[config.mk]
export PLATFORM = sky130hd
export DESIGN_NAME = unified_mem_arbiter
export DESIGN_NICKNAME = d
export VERILOG_FILES = /design/src/rtl/arb_pkg.sv /design/src/rtl/arb_sat_ctr.sv /design/src/rtl/unified_mem_arbiter.sv
export SDC_FILE = /design/constraint.sdc
export NUM_CORES = 1
export LEC_CHECK = 0
export ABC_AREA = 1
export ABC_CLOCK_PERIOD_IN_PS = 1900
export BUFFER_PORTS_ARGS = -buffer_cell sky130_fd_sc_hd__clkbuf_2
export CAP_MARGIN = 20
export CORE_AREA = 2 2 124 126
export CTS_BUF_LIST = sky130_fd_sc_hd__clkbuf_8
export DETAILED_ROUTE_END_ITERATION = 16
export DIE_AREA = 0 0 126 128
export MAX_ROUTING_LAYER = met4
export PLACE_DENSITY_LB_ADDON = 0.05
export REMOVE_ABC_BUFFERS = 1
export SLEW_MARGIN = 20
export SYNTH_ARGS = -nofsm -noshare
export SYNTH_HDL_FRONTEND = slang
export SYNTH_SLANG_ARGS = --single-unit
[constraint.sdc]
create_clock -name clk -period 1.9 [get_ports clk]
set_clock_uncertainty 0.2 [all_clocks]
set_input_delay 0.095 -clock clk [delete_from_list [all_inputs] [get_ports clk]]
set_output_delay 0.095 -clock clk [all_outputs]
set_load 0.02 [all_outputs]
[src/rtl/arb_pkg.sv]
// Shared types and constants for the unified memory arbiter.
// Fetch responses from unmapped addresses return NOP_INSTR.
package arb_pkg;

  typedef enum logic [1:0] {
    ARB_IDLE,
    ARB_RESP_I,
    ARB_RESP_D
  } arb_state_t;

  localparam logic [31:0] NOP_INSTR = 32'h0000_0013;

endpackage

[src/rtl/arb_sat_ctr.sv]
// 32-bit saturating event counter with synchronous clear.
// Holds at all-ones instead of wrapping.
module arb_sat_ctr (
  input  logic        clk,
  input  logic        n_rst,
  input  logic        clr,
  input  logic        inc,
  output logic [31:0] cnt
);

  logic [31:0] cnt_q, cnt_d;

  // next count: clear wins, increment stops at all-ones
  always_comb begin
    cnt_d = cnt_q;
    if (clr) begin
      cnt_d = '0;
    end else if (inc && (cnt_q != 32'hFFFF_FFFF)) begin
      cnt_d = cnt_q + 32'd1;
    end
  end

  // count register
  always_ff @(posedge clk or negedge n_rst) begin
    if (!n_rst) cnt_q <= '0;
    else        cnt_q <= cnt_d;
  end

  assign cnt = cnt_q;

endmodule

[src/rtl/unified_mem_arbiter.sv]
// Shares one single-port memory between fetch (I) and load/store (D).
// ARB_PERF_CNT_EN builds the stall counters; otherwise they read 0.
module unified_mem_arbiter
  import arb_pkg::*;
#(
  parameter int unsigned DEPTH_WORDS  = 1024,
  parameter int unsigned MAX_D_STREAK = 4
) (
  input  logic                           clk,
  input  logic                           n_rst,
  input  logic                           i_req,
  input  logic [31:0]                    i_addr,
  output logic                           i_gnt,
  output logic                           i_rvalid,
  output logic [31:0]                    i_rdata,
  input  logic                           d_req,
  input  logic                           d_we,
  input  logic [31:0]                    d_addr,
  input  logic [31:0]                    d_wdata,
  input  logic [3:0]                     d_wstrb,
  output logic                           d_gnt,
  output logic                           d_rvalid,
  output logic [31:0]                    d_rdata,
  output logic                           d_err,
  output logic                           mem_en,
  output logic                           mem_we,
  output logic [$clog2(DEPTH_WORDS)-1:0] mem_addr,
  output logic [31:0]                    mem_wdata,
  output logic [3:0]                     mem_wstrb,
  input  logic [31:0]                    mem_rdata,
  output logic [31:0]                    i_stall_cnt,
  output logic [31:0]                    d_stall_cnt
);

  localparam int unsigned AW    = $clog2(DEPTH_WORDS);
  localparam int unsigned SW    = $clog2(MAX_D_STREAK + 1);
  localparam logic [32:0] LIMIT = 33'(DEPTH_WORDS) << 2;

  arb_state_t    state_q, state_d;
  logic [SW-1:0] streak_q, streak_d;
  logic          err_q, err_d;
  logic          st_q, st_d;
  logic          i_ok, d_ok;

  assign i_ok = {1'b0, i_addr} < LIMIT;
  assign d_ok = {1'b0, d_addr} < LIMIT;

  // grant selection and memory port drive
  always_comb begin
    i_gnt     = 1'b0;
    d_gnt     = 1'b0;
    mem_en    = 1'b0;
    mem_we    = 1'b0;
    mem_addr  = '0;
    mem_wdata = '0;
    mem_wstrb = '0;
    if (d_req && !(i_req && (streak_q == SW'(MAX_D_STREAK)))) begin
      d_gnt = 1'b1;
    end else if (i_req) begin
      i_gnt = 1'b1;
    end
    if (d_gnt) begin
      mem_en    = d_ok;
      mem_we    = d_ok && d_we;
      mem_addr  = d_addr[AW+1:2];
      mem_wdata = d_wdata;
      mem_wstrb = (d_ok && d_we) ? d_wstrb : 4'b0000;
    end else if (i_gnt) begin
      mem_en   = i_ok;
      mem_addr = i_addr[AW+1:2];
    end
  end

  // response owner, error/store flags and D streak tracking
  always_comb begin
    state_d  = ARB_IDLE;
    err_d    = 1'b0;
    st_d     = 1'b0;
    streak_d = streak_q;
    if (i_gnt) begin
      state_d = ARB_RESP_I;
      err_d   = !i_ok;
    end else if (d_gnt) begin
      state_d = ARB_RESP_D;
      err_d   = !d_ok;
      st_d    = d_we;
    end
    if (i_gnt || !i_req) begin
      streak_d = '0;
    end else if (d_gnt) begin
      streak_d = streak_q + SW'(1);
    end
  end

  // response outputs for the access granted last cycle
  always_comb begin
    i_rvalid = (state_q == ARB_RESP_I);
    d_rvalid = (state_q == ARB_RESP_D);
    i_rdata  = '0;
    d_rdata  = '0;
    d_err    = d_rvalid && err_q;
    if (i_rvalid) begin
      i_rdata = err_q ? NOP_INSTR : mem_rdata;
    end
    if (d_rvalid && !err_q && !st_q) begin
      d_rdata = mem_rdata;
    end
  end

  // state registers
  always_ff @(posedge clk or negedge n_rst) begin
    if (!n_rst) begin
      state_q  <= ARB_IDLE;
      streak_q <= '0;
      err_q    <= 1'b0;
      st_q     <= 1'b0;
    end else begin
      state_q  <= state_d;
      streak_q <= streak_d;
      err_q    <= err_d;
      st_q     <= st_d;
    end
  end

`ifdef ARB_PERF_CNT_EN
  arb_sat_ctr u_i_stall (
    .clk   (clk),
    .n_rst (n_rst),
    .clr   (1'b0),
    .inc   (i_req && !i_gnt),
    .cnt   (i_stall_cnt)
  );

  arb_sat_ctr u_d_stall (
    .clk   (clk),
    .n_rst (n_rst),
    .clr   (1'b0),
    .inc   (d_req && !d_gnt),
    .cnt   (d_stall_cnt)
  );
`else
  assign i_stall_cnt = '0;
  assign d_stall_cnt = '0;
`endif

endmodule

* Word level (Yosys, flattened, before mapping)
Index checks and enable logic that the tools add are counted.
W data, S select, Z words.
** Storage, ports and cells
- Flip-flop bits (word level) :: 7
- Latch bits :: 0
- Memory bits (writable) :: 0
- Memory bits (read-only) :: 0
- Input port bits :: 137
- Output and inout port bits :: 181
- Memories kept :: 0
** Operators by class
- Add/sub/neg operators :: 1
- $mul :: 0
- Divide/modulo/power cells :: 0
- Magnitude comparators :: 2
- Equality and inequality tests :: 3
- Shift operators :: 0
- Mux-type cells :: 22
- Bitwise gates (word level) :: 0
- Reductions and logical operators :: 14
** Operators with widths (count)
- $mux W32 :: 4
- $lt A32 B13 Y1 const B :: 2
- $mux W10 :: 2
- $mux W1 :: 10
- $mux W4 :: 2
- $logic_and A1 B1 Y1 :: 6
- $logic_not A1 Y1 :: 6
- $mux W3 :: 2
- $mux W2 :: 2
- $add A3 B1 Y3 const B :: 1
- $eq A3 B3 Y1 const B :: 1
- $eq A2 B1 Y1 const B :: 1
- $eq A2 B2 Y1 const B :: 1
- $reduce_bool A2 Y1 :: 1
- $logic_or A1 B1 Y1 :: 1

* Logic depth before layout (Yosys ltp)
Gate-level depths: netlist of run 1.
- Depth after elaboration :: 7
- Depth in mapped cells :: 8
- Mapped depth without buffers :: 7

* Worst setup path before layout of run 1
OpenSTA, ideal clock, no wires.
- Path kind :: register -> output
- Start :: register streak_q[0]
- End :: output mem_wstrb[0]
- Data arrival time :: 1461 ps
- Required time :: 1605 ps
- Setup slack :: 144 ps
- Cell stages (with the launch flop) :: 8
- Cells stage by stage :: dfrtp_1 > inv_1 > ha_1 > nand3_2 > nand2_4 > inv_2 > nand2_1 > nor3_1
** Between the ends
- Cells in the longest elaborated chain, start to end :: 6
** Ends and longest elaborated chain
- start: declaration :: line unified_mem_arbiter.sv:40 : logic [SW-1:0] streak_q, streak_d;
- start signal: assignment :: line unified_mem_arbiter.sv:119 : streak_q <= streak_d;
- $eq A3 B3 Y1 :: line unified_mem_arbiter.sv:57 : if (d_req && !(i_req && (streak_q == SW'(MAX_D_STREAK)))) begin
- $logic_and A1 B1 Y1 :: line unified_mem_arbiter.sv:57
- $logic_not A1 Y1 :: line unified_mem_arbiter.sv:57
- $logic_and A1 B1 Y1 :: line unified_mem_arbiter.sv:57
- $mux W1 :: line unified_mem_arbiter.sv:57
- $mux W4 :: line unified_mem_arbiter.sv:62 : if (d_gnt) begin
- end: declaration :: line unified_mem_arbiter.sv:29 : output logic [3:0] mem_wstrb,
Every way passes these cells.

* Final worst setup path of run 1
- Start :: register streak_q[1]
- End :: output mem_addr[8]
** Between the ends
- Cells in the longest elaborated chain, start to end :: 7
- Elaborated cells on any way between the ends :: 8
- Those cells by class :: eq/ne (1); mux (4); reduce/logical (3)
** Ends and longest elaborated chain
- $eq A3 B3 Y1 * :: line unified_mem_arbiter.sv:57
- $logic_and A1 B1 Y1 * :: line unified_mem_arbiter.sv:57
- $logic_not A1 Y1 * :: line unified_mem_arbiter.sv:57
- $logic_and A1 B1 Y1 * :: line unified_mem_arbiter.sv:57
- $mux W1 :: line unified_mem_arbiter.sv:57
- $mux W10 :: line unified_mem_arbiter.sv:68 : end else if (i_gnt) begin
- $mux W10 * :: line unified_mem_arbiter.sv:62
- end: declaration :: line unified_mem_arbiter.sv:27 : output logic [$clog2(DEPTH_WORDS)-1:0] mem_addr,
Every way passes the cells marked *; elsewhere a longest branch is shown, timed or not.

==> metrics.sh, run 1 <==
WIRELENGTH_MM=7.32
VIASPERCELL=3.35
FINALSETUPVIOLATIONS=0
ANTENNA_VIOLATING_NETS_REMAINING=0
PATH_MAX_FANOUT=6
WORST_SKEW_PAIR.LATE_LATENCY_NS=0.22
ANTENNA_VIOLATIONS_BEFORE_REPAIR=0
FIN_WORST_HOLD_SLACK_NS=-0.0216
GRT_MAX_DEGREE=34
REPORT.FINAL.HOLD_VIOL_COUNT=1
LOGIC_DEPTH_OF_THE_WORST_PATH_BUFFERS_INCLUDED=8
POWER.TOTAL_uW=1000
TIMING.CRITICAL_PATH.TO_TYPE='primary output'
CRITICAL_PATH_ARRIVAL_NS=1.59
MAXCAPVIOLCOUNT=0
LAYOUT_MIN_CYCLE_TIME_NS=1.89
HOLD_PATH_CLASS='in2reg'
ANTENNA_CELLS_INSERTED=0
ROUTEDWLPERCELL_UM=9.50
SYNTHTOLAYOUTAREAGROWTH_PCT=77.1
SLOWEST_STAGE='dfrtp_1'
ELEMENT_TYPE_AT_THE_CRITICAL_PATH_START='flip-flop'
LEAKAGE_POWER_TOTAL_uW=0.00223
SYNTH.AVG_CELL_AREA_UM2=5.37
CTS.CLK_SLEW.WORST_PATHS_NS=0.04
SYNTH_SEQUENTIAL_AREA_RATIO=0.0982
CLOCK.FMAX_MHz=530
GRT_PASS1_WL_MM=10.7
PEAK_SUPPLY_DROP_mV=0.0970
PLACED_CELL_AREA_MM2=0.00300
TIMING.CRITICAL_PATH.BUF_INV=4
STARTING_DENSITY_OF_THE_CORE=0.120
CRITICAL-PATH-MAX-STAGE-DELAY_NS=0.39
NETLIST.TOP_CELL.BY_AREA='buf_4'
POST_SYNTH_NUM_CELL_TYPES=22
CORE-AREA_MM2=0.0149
YOSYS_WARNINGS=0
DRC_ERRORS=0
TIMING.RR.START='streak_q[1]$_DFFE_PN0P_'
MAXIMUM_ROOT_TO_SINK_BUFFER_COUNT=2
TRACK_USAGE=0.0832
VIA_COUNT=2580
DIE_AREA_MM2=0.0161
VIOLATIONS='negative hold slack'
LAYOUT-DRIVE-GT1-SHARE=0.467
CTS_TREE='yes'
CTS_BUFFERS=3
REQ_TIME_CRIT_PATH_NS=1.60
GRT_PASS1_VIAS=2351
CTS_ROOT_BUF='clkbuf_8'
CRITPATHKIND='reg2out'
SETUP.WORST_PATH.END='mem_addr[8]'
SYN_INST=332
CRITICAL_PATH.REG2REG.ENDPOINT='state_q[1]$_DFF_PN0_'
STD_CELL_ROWS=45
DP_HPWL_MM=6.53
SYNTH-SEQ-CELLS=7
TIMING.FINAL.CRIT_SHARE=0.993
DETAILEDROUTE.FIRSTPASSITERATIONCOUNT=4
DIE_WIDTH_UM=126
GRT_SETUP_UNREPAIRED='yes'
CP-STARTPOINT='streak_q[1]$_DFFE_PN0P_'
STATUS='finished with violations'
R2R_SETUP_SLK_NS=0.50
GP_CONGESTION=0.705
CTS.SINKS=7
POST_SYNTH_INSTANCE_AREA_MM2=0.00178
FINALNETCOUNT=722
NUMBER_OF_H_TREE_LEVELS=1
FILLERINSTANCES=1774
WORSTREGTOREGCELLS=6
GRT.OVERFLOW.TOTAL=0
POWER_PER_CELL_AREA_mW_PER_MM2=316
YOSYSTOPAREACELLSHARE=0.269
CP_TOP_FAMILY='buffers and inverters'
IO_PINS=318
FINAL_MAX_SLEW_VIOLATION_COUNT=0
FIRST_ITER_VIOLATIONS=65
PORT_BUFFERS=249
DIE_H_UM=128
NETLIST_TOP_CELLS_AREA='buf_4 (27%), nor2_1 (26%), inv_1 (16%), dfrtp_1 (9.8%), a22o_1 (4.9%)'
POSTLAYOUTCELLAREA_MM2=0.00316
CRITICAL_PATH.CELL_CHAIN='inv_2 -> ha_4 -> nand3_2 -> nand2_4 -> inv_4 -> buf_6 -> a22o_4 -> clkbuf_8'
where the power goes:
part           total [uW]  switching [uW]  leakage (uW)  internal, uW
logic                 640             412       0.00211           228
registers             160            3.56     0.0000892           157
clock network         200            60.4     0.0000269           139
through the flow:
step / hold WS (ns) / TNS, ns / setup slack, ns / util / cells
5_1_grt: 0.0150 / -0.311 / -0.0535 / 0.213 / 770
3_3_place_gp: -0.255 / 0 / 0.149 / 0.202 / 762
6_report: -0.0216 / 0 / 0.0125 / 0.213 / 770
2_1_floorplan: -0.401 / -0.713 / -0.178 / - / 320
4_1_cts: 0.00601 / -0.241 / -0.0274 / 0.210 / 770
3_5_place_dp: -0.257 / 0 / 0.152 / 0.202 / 762
routing by layer:
metal,global-route usage,vias up,routed length [um]
met5,-,-,0
met4,0.0207,0,74
met3,0.0154,4,790
met2,0.162,188,3830
met1,0.0858,1073,2630
li1,-,1315,-
how the worst min path moves through the flow:
stage / from / end / cells past startpoint
2_1_floorplan: n_rst / err_q$_DFF_PN0_ / 0
3_3_place_gp: n_rst / err_q$_DFF_PN0_ / 1
3_5_place_dp: n_rst / state_q[0]$_DFF_PN0_ / 1
4_1_cts: d_we / st_q$_DFF_PN0_ / 3
5_1_grt: d_we / st_q$_DFF_PN0_ / 3
6_report: d_we / st_q$_DFF_PN0_ / 3
cells in the final DEF (no fill, tap or decap), drive strengths merged:
master,count
clkbuf,245
nor2,124
inv,79
conb,64
nand2,19
buf,14
a22o,10
dfrtp,7
nor3,4
a21oi,3
nand3,3
and2,2
nand4,2
dlygate4sd3,2
ha,2
a21boi,1
xnor2,1
flip-flops by register name (all words and copies together) (netlist names):
register	flops
streak_q	3
err_q	1
st_q	1
state_q	2
synth_stat cells, drive strengths merged:
master	n
buf	74
dfrtp	7
a21oi	3
nand4	2
clkbuf	1
nor2	124
ha	2
nor3	4
a22o	10
a21boi	1
and2	2
conb	1
inv	78
xnor2	1
nand3	3
nand2	19
tightest hold or removal path, cell delays in order:
cell and delay (ns):
clkbuf_2 0.08, nand2_2 0.10, inv_1 0.08
cells by family (layout without fill, tap and decap cells):
logic type / after synthesis / after routing / share of synthesized area
flip-flops: 7 / 7 / 0.0982
AO/OA/AOI/OAI: 14 / 14 / 0.0638
other: 1 / 64 / 0.00210
AND/OR/NAND/NOR: 154 / 154 / 0.343
adder cells (fa/ha/maj): 2 / 2 / 0.0140
XOR/XNOR: 1 / 1 / 0.00491
buffers and inverters: 153 / 340 / 0.474
layout make-up:
cell class	instances	area, um^2	share of cell area
clock inverters	1	3.75	0.00119
clock buffers	3	41.3	0.0131
flip-flops and latches	7	175	0.0554
multi-input cells	235	1040	0.329
repair buffers	258	1370	0.434
inverters	78	295	0.0934
well taps	188	235	0.0744
timing repair:
action                                  4_1_cts  5_1_grt
hold buffers                                  2        0
endpoints found under the setup margin       47       47
pin swaps                                     3        0
setup buffers                                 1        0
gates resized for setup                      10       18
gates cloned                                  1        0
hold endpoints to repair                     10        0
Power figures use the tool's default switching activity.
==> run 2, diff against run 1 <==
--- a/config.mk
+++ b/config.mk
@@ -14,7 +14,7 @@
 export DETAILED_ROUTE_END_ITERATION = 16
 export DIE_AREA = 0 0 126 128
 export MAX_ROUTING_LAYER = met4
-export PLACE_DENSITY_LB_ADDON = 0.05
+export PLACE_DENSITY_LB_ADDON = 0.25
 export REMOVE_ABC_BUFFERS = 1
 export SLEW_MARGIN = 20
 export SYNTH_ARGS = -nofsm -noshare
==> run 2 against run 1 <==
Against the previous run:
- the run now ends clean
- clock power hardly changed
- combinational power is 4.5% higher
- sequential power hardly changed
- global-route usage is 0.78 points higher
- critical path type unchanged
- core utilization is 0.48 points higher
- final area is 2.3% higher
- via count is 0.50% lower
- largest power group unchanged
- highest routed layer unchanged
- die area stayed put
- wire length is 9.2% higher
==> metrics.sh, run 2 (synthesized netlist as in run 1, its figures left out) <==
STATUS='finished clean'  # was finished with violations
REPORT.FINAL.HOLD_VIOL_COUNT=0  # was 1
WIRELENGTH_MM=7.99  # was 7.32 mm
TOP_REGISTER='streak_q'  # unchanged
CTS_ROOT_BUF='clkbuf_8'  # unchanged
MOST_USED_CELLS_IN_THE_LAYOUT_EXCLUDING_FILL_AND_TAP_CELLS='clkbuf_2 (236), nor2_1 (123), inv_1 (76), conb_1 (64), nand2_1 (16)'  # was clkbuf_2 (239), nor2_1 (123), inv_1 (76), conb_1 (64), nand2_1 (17)
POWER_PER_CELL_AREA_mW_PER_MM2=319  # was 316 mW/mm^2
LEAKAGE_POWER_TOTAL_uW=0.00226  # was 0.00223 uW
CORE-AREA_MM2=0.0149  # unchanged
PORT_BUFFERS=249  # unchanged
PEAK_SUPPLY_DROP_mV=0.187  # was 0.0970 mV
ROUTEDWLPERCELL_UM=10.3  # was 9.50 um
SLOWEST_STAGE='dfrtp_1'  # unchanged
FINAL_MAX_SLEW_VIOLATION_COUNT=0  # unchanged
GRT_PASS1_WL_MM=11.5  # was 10.7 mm
MAXIMUM_ROOT_TO_SINK_BUFFER_COUNT=2  # unchanged
FINAL_CELL_COUNT_NO_FILL=773  # was 770
ELEMENT_TYPE_AT_THE_CRITICAL_PATH_START='flip-flop'  # unchanged
DIE_WIDTH_UM=126  # unchanged
PRECTSSETUPSLACK_NS=0.138  # was 0.152 ns
LEADING_CELL_TYPE_IN_THE_LAYOUT_FILL_AND_TAPS_EXCLUDED='clkbuf_2'  # unchanged
NUMBER_OF_H_TREE_LEVELS=1  # unchanged
GRT_SETUP_UNREPAIRED='yes'  # unchanged
STARTING_DENSITY_OF_THE_CORE=0.120  # unchanged
TIMING.CRITICAL_PATH.TO_TYPE='primary output'  # unchanged
MAXCAPVIOLCOUNT=0  # unchanged
FIRST_ITER_VIOLATIONS=45  # was 65
DETAILEDROUTE.FIRSTPASSITERATIONCOUNT=4  # unchanged
FIN_WORST_HOLD_SLACK_NS=0.0527  # was -0.0216 ns
DIE_AREA_MM2=0.0161  # unchanged
TIMING.FINAL.WS_SETUP_NS=0.0120  # was 0.0125 ns
REQ_TIME_CRIT_PATH_NS=1.60  # about the same
CTS.CLK_SLEW.WORST_PATHS_NS=0.04  # about the same
CRITICAL-PATH-MAX-STAGE-DELAY_NS=0.38  # was 0.39 ns
DIE_H_UM=128  # unchanged
CLOCK.FMAX_MHz=530  # about the same
CTS_BUFFERS=3  # unchanged
POSTLAYOUTCELLAREA_MM2=0.00323  # was 0.00316 mm^2
GRT.OVERFLOW.TOTAL=0  # unchanged
CRITICAL_PATH_ARRIVAL_NS=1.59  # about the same
FINALSETUPVIOLATIONS=0  # unchanged
CTS_TREE='yes'  # unchanged
TIMING.FINAL.CRIT_SHARE=0.994  # was 0.993
LARGEST_REG_FLOPS=3  # unchanged
CRITICAL_PATH.CELL_CHAIN='inv_2 -> ha_4 -> nand3_2 -> nand2_4 -> inv_4 -> buf_12 -> a22o_4 -> clkbuf_8'  # was inv_2 -> ha_4 -> nand3_2 -> nand2_4 -> inv_4 -> buf_6 -> a22o_4 -> clkbuf_8
LAYOUT_MIN_CYCLE_TIME_NS=1.89  # about the same
REGS_BY_FF_COUNT='streak_q: 3 flops, state_q: 2 flops'  # unchanged
HOLD_PATH_CLASS='in2async'  # was in2reg
ANTENNA_CELLS_INSERTED=0  # unchanged
GRT_PASS1_VIAS=2323  # was 2351
PLACED_CELL_AREA_MM2=0.00301  # was 0.00300 mm^2
VIASPERCELL=3.32  # was 3.35
LAYOUT-DRIVE-GT1-SHARE=0.468  # was 0.467
IO_PINS=318  # unchanged
TRACK_USAGE=0.0910  # was 0.0832
ANTENNA_VIOLATING_NETS_REMAINING=0  # unchanged
VIA_COUNT=2567  # was 2580
FILLERINSTANCES=1738  # was 1774
PATH_MAX_FANOUT=12  # was 6
DPL.CELL_COUNT=763  # was 762
GRT_MAX_DEGREE=33  # was 34
SYNTHTOLAYOUTAREAGROWTH_PCT=81.1  # was 77.1%
ANTENNA_VIOLATIONS_BEFORE_REPAIR=0  # unchanged
DP_HPWL_MM=7.31  # was 6.53 mm
DRC_ERRORS=0  # unchanged
CTS.SINKS=7  # unchanged
WORST_SKEW_PAIR.LATE_LATENCY_NS=0.22  # about the same
CRITPATHKIND='reg2out'  # unchanged
STD_CELL_ROWS=45  # unchanged
GP_CONGESTION=0.819  # was 0.705
POWER.TOTAL_uW=1030  # was 1000 uW
FINALNETCOUNT=725  # was 722
run 2: cell types whose count changed in the layout (fill, tap and decap cells not counted), sizes merged:
cell | previous run | this run
dlygate4sd3 | 2 | 4
buf | 14 | 15
run 2: final timing paths:
check	end	slack, ns	cells past startpoint	startpoint
setup / recovery	mem_addr[3]	0.01	8	streak_q[1]$_DFFE_PN0P_
hold / removal	err_q$_DFF_PN0_	0.05	2	n_rst
setup reg to reg	streak_q[2]$_DFFE_PN0P_	0.46	8	streak_q[1]$_DFFE_PN0P_
hold reg to reg	streak_q[0]$_DFFE_PN0P_	0.35	2	streak_q[0]$_DFFE_PN0P_
max in group asynchronous	streak_q[1]$_DFFE_PN0P_	1.29	2	n_rst
min in group clk	err_q$_DFF_PN0_	0.06	7	i_addr[26]
run 2: worst max-delay path, delay by kind of cell (launching register included):
kind | cells | cell delay (ns)
AOI/OAI and AO/OA | 1 | 0.25
DFF | 1 | 0.38
buffers and inverters | 4 | 0.41
adders and majority gates | 1 | 0.14
and+or+nand+nor | 2 | 0.18
run 2: timing repair:
action	in CTS	in global routing
hold buffers	4	0
pin swaps	5	3
gates cloned	0	0
resized for setup	23	16
setup endpoints to repair	22	47
setup buffers	2	0
endpoints found under the hold margin	12	0
run 2: metrics by stage:
stage          TNS (ns)   util
2_1_floorplan    -0.713      -
3_3_place_gp          0  0.202
3_5_place_dp          0  0.202
4_1_cts          -0.159  0.215
5_1_grt          -0.357  0.217
6_report              0  0.217
run 2: routing by layer:
metal	GRT usage	share of wire	vias up
met1	0.0941	0.35	1053
met3	0.0196	0.11	2
li1	-	-	1321
met5	-	0	-
met4	0.00970	0.0023	0
met2	0.181	0.54	191
run 2: final cells by class:
cell class / count / area [um^2] / area share
Tap cell: 188 / 235 / 0.0728
Clock buffer: 3 / 41.3 / 0.0128
Multi-Input combinational cell: 235 / 1040 / 0.322
Inverter: 78 / 295 / 0.0914
Clock inverter: 1 / 3.75 / 0.00116
Sequential cell: 7 / 175 / 0.0542
Timing Repair Buffer: 261 / 1440 / 0.446
run 2: where the power goes:
part           internal, uW  switching, uW  total (uW)  leakage, uW
clock                   139           60.5         200    0.0000269
sequential              157           3.72         160    0.0000892
combinational           244            425         669      0.00214
total                   540            489        1030      0.00226
